--- src/rtl/alu_sched.sv ---
// Sequencing controller for the shared 16-bit ALU: round-robin arbitration of two requesters,
// operand registering, multi-cycle EXEC timing, stored status flags and a tagged response.
module alu_sched #(
    parameter int unsigned MULDIV_CYCLES = 2
) (
    input  logic        clk,
    input  logic        rst,
    input  logic        req0_valid,
    output logic        req0_ready,
    input  logic [5:0]  req0_opcode,
    input  logic [15:0] req0_a,
    input  logic [15:0] req0_b,
    input  logic        req1_valid,
    output logic        req1_ready,
    input  logic [5:0]  req1_opcode,
    input  logic [15:0] req1_a,
    input  logic [15:0] req1_b,
    output logic [5:0]  alu_opcode,
    output logic [15:0] alu_a,
    output logic [15:0] alu_b,
    input  logic [15:0] alu_result,
    input  logic        alu_z,
    input  logic        alu_n,
    input  logic        alu_c,
    input  logic        alu_o,
    output logic        rsp_valid,
    input  logic        rsp_ready,
    output logic        rsp_id,
    output logic [15:0] rsp_result,
    output logic        rsp_err,
    output logic [3:0]  flags
);

    typedef enum logic [1:0] {StIdle, StExec, StResp} state_e;

    localparam logic [3:0] MulDivLoad = 4'(MULDIV_CYCLES);

    state_e      state_q, state_d;
    logic        last_grant_q, last_grant_d;
    logic        rsp_id_q, rsp_id_d;
    logic [5:0]  op_q, op_d;
    logic [15:0] a_q, a_d;
    logic [15:0] b_q, b_d;
    logic [3:0]  cnt_q, cnt_d;
    logic [15:0] result_q, result_d;
    logic        err_q, err_d;
    logic [3:0]  flags_q, flags_d;

    logic        grant0, grant1;
    logic [5:0]  sel_op;
    logic        is_branch, is_undef, is_divzero, upd_flags, branch_flag;

    // On a tie the port that did not win last time is granted.
    assign grant0 = req0_valid && (!req1_valid || last_grant_q);
    assign grant1 = req1_valid && (!req0_valid || !last_grant_q);

    assign req0_ready = !rst && (state_q == StIdle) && grant0;
    assign req1_ready = !rst && (state_q == StIdle) && grant1;
    assign sel_op     = grant1 ? req1_opcode : req0_opcode;

    assign is_branch  = (op_q >= 6'h12) && (op_q <= 6'h15);
    assign is_undef   = (op_q > 6'h18);
    assign is_divzero = ((op_q == 6'h03) || (op_q == 6'h04)) && (b_q == 16'h0000);
    assign upd_flags  = (op_q <= 6'h11) && (op_q != 6'h0D);

    always_comb begin
        branch_flag = 1'b0;
        case (op_q)
            6'h12:   branch_flag = flags_q[3];
            6'h13:   branch_flag = flags_q[2];
            6'h14:   branch_flag = flags_q[1];
            6'h15:   branch_flag = flags_q[0];
            default: branch_flag = 1'b0;
        endcase
    end

    always_comb begin
        state_d      = state_q;
        last_grant_d = last_grant_q;
        rsp_id_d     = rsp_id_q;
        op_d         = op_q;
        a_d          = a_q;
        b_d          = b_q;
        cnt_d        = cnt_q;
        result_d     = result_q;
        err_d        = err_q;
        flags_d      = flags_q;
        unique case (state_q)
            StIdle: begin
                if (req0_ready || req1_ready) begin
                    op_d         = sel_op;
                    a_d          = grant1 ? req1_a : req0_a;
                    b_d          = grant1 ? req1_b : req0_b;
                    rsp_id_d     = grant1;
                    last_grant_d = grant1;
                    cnt_d        = ((sel_op >= 6'h02) && (sel_op <= 6'h04)) ? MulDivLoad : 4'd1;
                    state_d      = StExec;
                end
            end
            StExec: begin
                if (cnt_q <= 4'd1) begin
                    if (is_undef) begin
                        result_d = 16'h0000;
                    end else if (is_branch) begin
                        result_d = {15'b0, branch_flag};
                    end else begin
                        result_d = alu_result;
                    end
                    err_d = is_undef || is_divzero;
                    if (upd_flags) begin
                        flags_d = {alu_z, alu_n, alu_c, alu_o};
                    end
                    state_d = StResp;
                end else begin
                    cnt_d = cnt_q - 4'd1;
                end
            end
            StResp: begin
                if (rsp_ready) begin
                    state_d = StIdle;
                end
            end
            default: state_d = StIdle;
        endcase
    end

    always_ff @(posedge clk) begin
        if (rst) begin
            state_q      <= StIdle;
            last_grant_q <= 1'b1;
            rsp_id_q     <= 1'b0;
            op_q         <= 6'h00;
            a_q          <= 16'h0000;
            b_q          <= 16'h0000;
            cnt_q        <= 4'd0;
            result_q     <= 16'h0000;
            err_q        <= 1'b0;
            flags_q      <= 4'h0;
        end else begin
            state_q      <= state_d;
            last_grant_q <= last_grant_d;
            rsp_id_q     <= rsp_id_d;
            op_q         <= op_d;
            a_q          <= a_d;
            b_q          <= b_d;
            cnt_q        <= cnt_d;
            result_q     <= result_d;
            err_q        <= err_d;
            flags_q      <= flags_d;
        end
    end

    assign alu_opcode = op_q;
    assign alu_a      = a_q;
    assign alu_b      = b_q;
    assign rsp_valid  = (state_q == StResp);
    assign rsp_id     = rsp_id_q;
    assign rsp_result = result_q;
    assign rsp_err    = err_q;
    assign flags      = flags_q;

endmodule

--- config.mk ---
export PLATFORM = sky130hd
export DESIGN_NAME = alu_sched
export DESIGN_NICKNAME = d
export VERILOG_FILES = /design/src/rtl/alu_sched.sv
export SDC_FILE = /design/constraint.sdc
export NUM_CORES = 1
export LEC_CHECK = 0
export CAP_MARGIN = 20
export CORE_ASPECT_RATIO = 2
export CORE_MARGIN = 3
export CORE_UTILIZATION = 39
export DETAILED_ROUTE_END_ITERATION = 10
export PLACE_DENSITY = 0.81
export SYNTH_ARGS = -nofsm -noshare
export SYNTH_HDL_FRONTEND = slang
export SYNTH_SLANG_ARGS = --single-unit
export TNS_END_PERCENT = 5
--- constraint.sdc ---
create_clock -name clk -period 2.5 [get_ports clk]
set_input_delay 0.5 -clock clk [delete_from_list [all_inputs] [get_ports clk]]
set_output_delay 0.5 -clock clk [all_outputs]
set_load 0.03 [all_outputs]
==> impl_metrics.ini <==
[outcome]
status = finished clean

[synth]
netlist.area_leader.share = 0.446
synth_area_leaders = dfxtp_1 45%, mux2i_1 15%, a211oi_1 9.5%, nor2_1 8.5%, a22oi_1 3.7%
yosys.area.top_type = dfxtp_1
synth.distinct_cells = 39
ys_warn_count = 0
synthCells = 322
ys_ff_latch = 67
synth_fp_nets = 425
synthFlopType = dfxtp_1
yosysSeqAreaShare = 0.446
async_flop_share = 0
synth_area_um2 = 3000
synth.avg_cell_area_um2 = 9.33
synth_edf_count = 0

[critical_path]
required_ns = 2.00
cp_max_fo = 2
path_cells = clkdlybuf4s50_1, nand2b_1, nand3_1, inv_1, clkdlybuf4s50_1
end_kind = primary output
crit_arrival_ns = 1.87
worst_path_largest_cell_delay_ns = 0.66
worstRegToRegCells = 7
start_kind = input pin
rrSetupSlack_ns = 0.53
r2r_end = flags[3]
critPathKind = input pin to primary output
r2r-start = cnt_q[0]
cp_slowest_cell = clkdlybuf4s50_1
cp_common_cell = clkdlybuf4s50_1

[sta]
fin_crit_sh = 0.949
tightest_slew_ns = 0.676
setup_viol = 0
fmax_mhz = 422
drv_slew = 0
skew_ns = 0.00568
min_period_ns = 2.37
tns_ns = 0
rsz0062_at_grt = no
final.setup.worst_slack_ns = 0.128
finalHoldViolCount = 0
slew_headroom = 0.549
holdWs_ns = 0.493

[die]
core_region_area_um2 = 7380
start_util = 0.407
die_y_um = 130
ioPinCount = 164
dieArea_um2 = 8860
chipWidth_um = 68.1
placementRows = 44

[cells_and_area]
finalNonFillerCells = 580
num-nets-final = 586
diodes = 0
final_area_um2 = 5020
nFillCells = 605
area_growth_syn_to_layout_pct = 67.2
utilization = 0.681
drive_above_1_share = 0.0738

[route]
antenna_left = 0
vias_per_cell = 5.19
avgRoutedWirePerCell_um = 15.5
wl_um = 8970
drc = 0
firstDrtPassIters = 4
initialDrtViolationCount = 125
vias = 3011

[placed_design]
placed_area_um2 = 4730
dpl.hpwl_um = 6910
io_buffers = 163
globalplace.congestion = 0.801
pre_cts_ws_ns = 0.132
placedCellCount = 564

[min_path]
hold_end = rsp_id
holdPathStages = 1
hp-class = flip-flop to flip-flop
hold_start = rsp_id

[grt]
grt_max_degree = 66
grt_use_total = 0.209
grt_pass1_vias = 3024
gr-total-overflow = 0
antenna_found_initial = 0
grt_pass1_wl_um = 14000

[clocking]
cts-root-buf = clkbuf_16
cts.htree.levels = 3
cts_hold_buf = 0
cts_sinks = 67
cts_resized = 0
clkLatencyLatePin_ns = 0.33
cts_buffers = 9
cts_setup_buffers = 0
cts_tree = yes
cts_buffer_depth = 2
path_clk_slew_ns = 0.05

[power_and_ir_drop]
ir_worst_vdd_v = 0.000454
p_leak_nw = 1.92
cellPowerDensity_nw_per_um2 = 679
p_total_mw = 3.41

[job]
max_cap_viol_count = 0
-- critical path, delay by kind of cell --
kind	cells	cell delay, ns
buffers and inverters	3	1.16
and+or+nand+nor	2	0.21
-- area by class of cell --
class | count | area (um2) | share of cell area
clock inverters | 1 | 5.00 | 0.000997
flip-flops and latches | 67 | 1340 | 0.267
clock buffers | 15 | 288 | 0.0573
well taps | 92 | 115 | 0.0229
inverters | 5 | 18.8 | 0.00374
multi-input cells | 226 | 1540 | 0.306
repair buffers | 174 | 1720 | 0.342
-- synth_stat cells, types with 2 or more instances --
library cell / instances
nor2_1: 68
dfxtp_1: 67
mux2i_1: 45
a211oi_1: 38
clkbuf_1: 18
a22oi_1: 15
nor3_1: 9
nor4_1: 6
inv_1: 5
nand2_1: 5
o21ai_0: 5
a21oi_1: 3
buf_2: 3
nor2b_1: 3
clkbuf_8: 2
ha_1: 2
nand2b_1: 2
nand3_1: 2
o21a_1: 2
o22ai_1: 2
xor2_1: 2
-- cell families after synthesis --
family / Yosys count / synth area share
XOR/XNOR: 2 / 0.00583
multiplexers: 45 / 0.150
flip-flops: 67 / 0.446
buffers and inverters: 29 / 0.0466
AND/OR/NAND/NOR: 101 / 0.153
AO/OA/AOI/OAI: 76 / 0.190
adder cells (fa/ha/maj): 2 / 0.00833
-- power breakdown --
part / total (mW) / switching (mW) / leakage [nW] / internal (mW)
combinational: 0.953 / 0.485 / 1.22 / 0.468
sequential: 1.26 / 0.0838 / 0.550 / 1.17
clock: 1.20 / 0.424 / 0.146 / 0.778
-- per-layer routing --
metal | track usage | vias to the layer above | share of wire
met5 | 0 | - | 0
met4 | 0.0938 | 0 | 0.022
met3 | 0.0724 | 13 | 0.075
met2 | 0.381 | 108 | 0.57
met1 | 0.203 | 1384 | 0.34
li1 | - | 1506 | -
-- how the worst max path moves through the flow --
| stage | from | to | slack [ns] |
|---|---|---|---|
| final | req1_valid | req0_ready | 0.13 |
| after global routing | state_q[0] | req0_ready | 0.04 |
| after CTS | state_q[0] | req0_ready | 0.11 |
| after detailed placement | req1_valid | req0_ready | 0.13 |
| after global placement | req1_valid | req0_ready | 0.15 |
| after floorplan | req1_valid | req1_ready | 0.44 |
-- state kept, by name, summed over array words and instances, names as in the netlist --
name / flops
rsp_result: 16
rsp_id: 1
state_q: 2
last_grant_q: 1
cnt_q: 4
rsp_err: 1
alu_b: 16
alu_opcode: 6
flags: 4
alu_a: 16
-- placed cells by master (no fill, tap or decap), drive strengths merged, types with 5 or more instances in the layout --
| cell type | Yosys | routed |
|---|---|---|
| a211oi | 38 | 38 |
| a22oi | 15 | 15 |
| buf | 4 | 13 |
| clkbuf | 20 | 15 |
| clkdlybuf4s50 | 0 | 161 |
| dfxtp | 67 | 67 |
| inv | 5 | 5 |
| mux2i | 45 | 45 |
| nand2 | 5 | 5 |
| nor2 | 68 | 68 |
| nor3 | 9 | 9 |
| nor4 | 7 | 7 |
| o21ai | 5 | 5 |
Note: power is estimated with default switching activity, not from simulation.
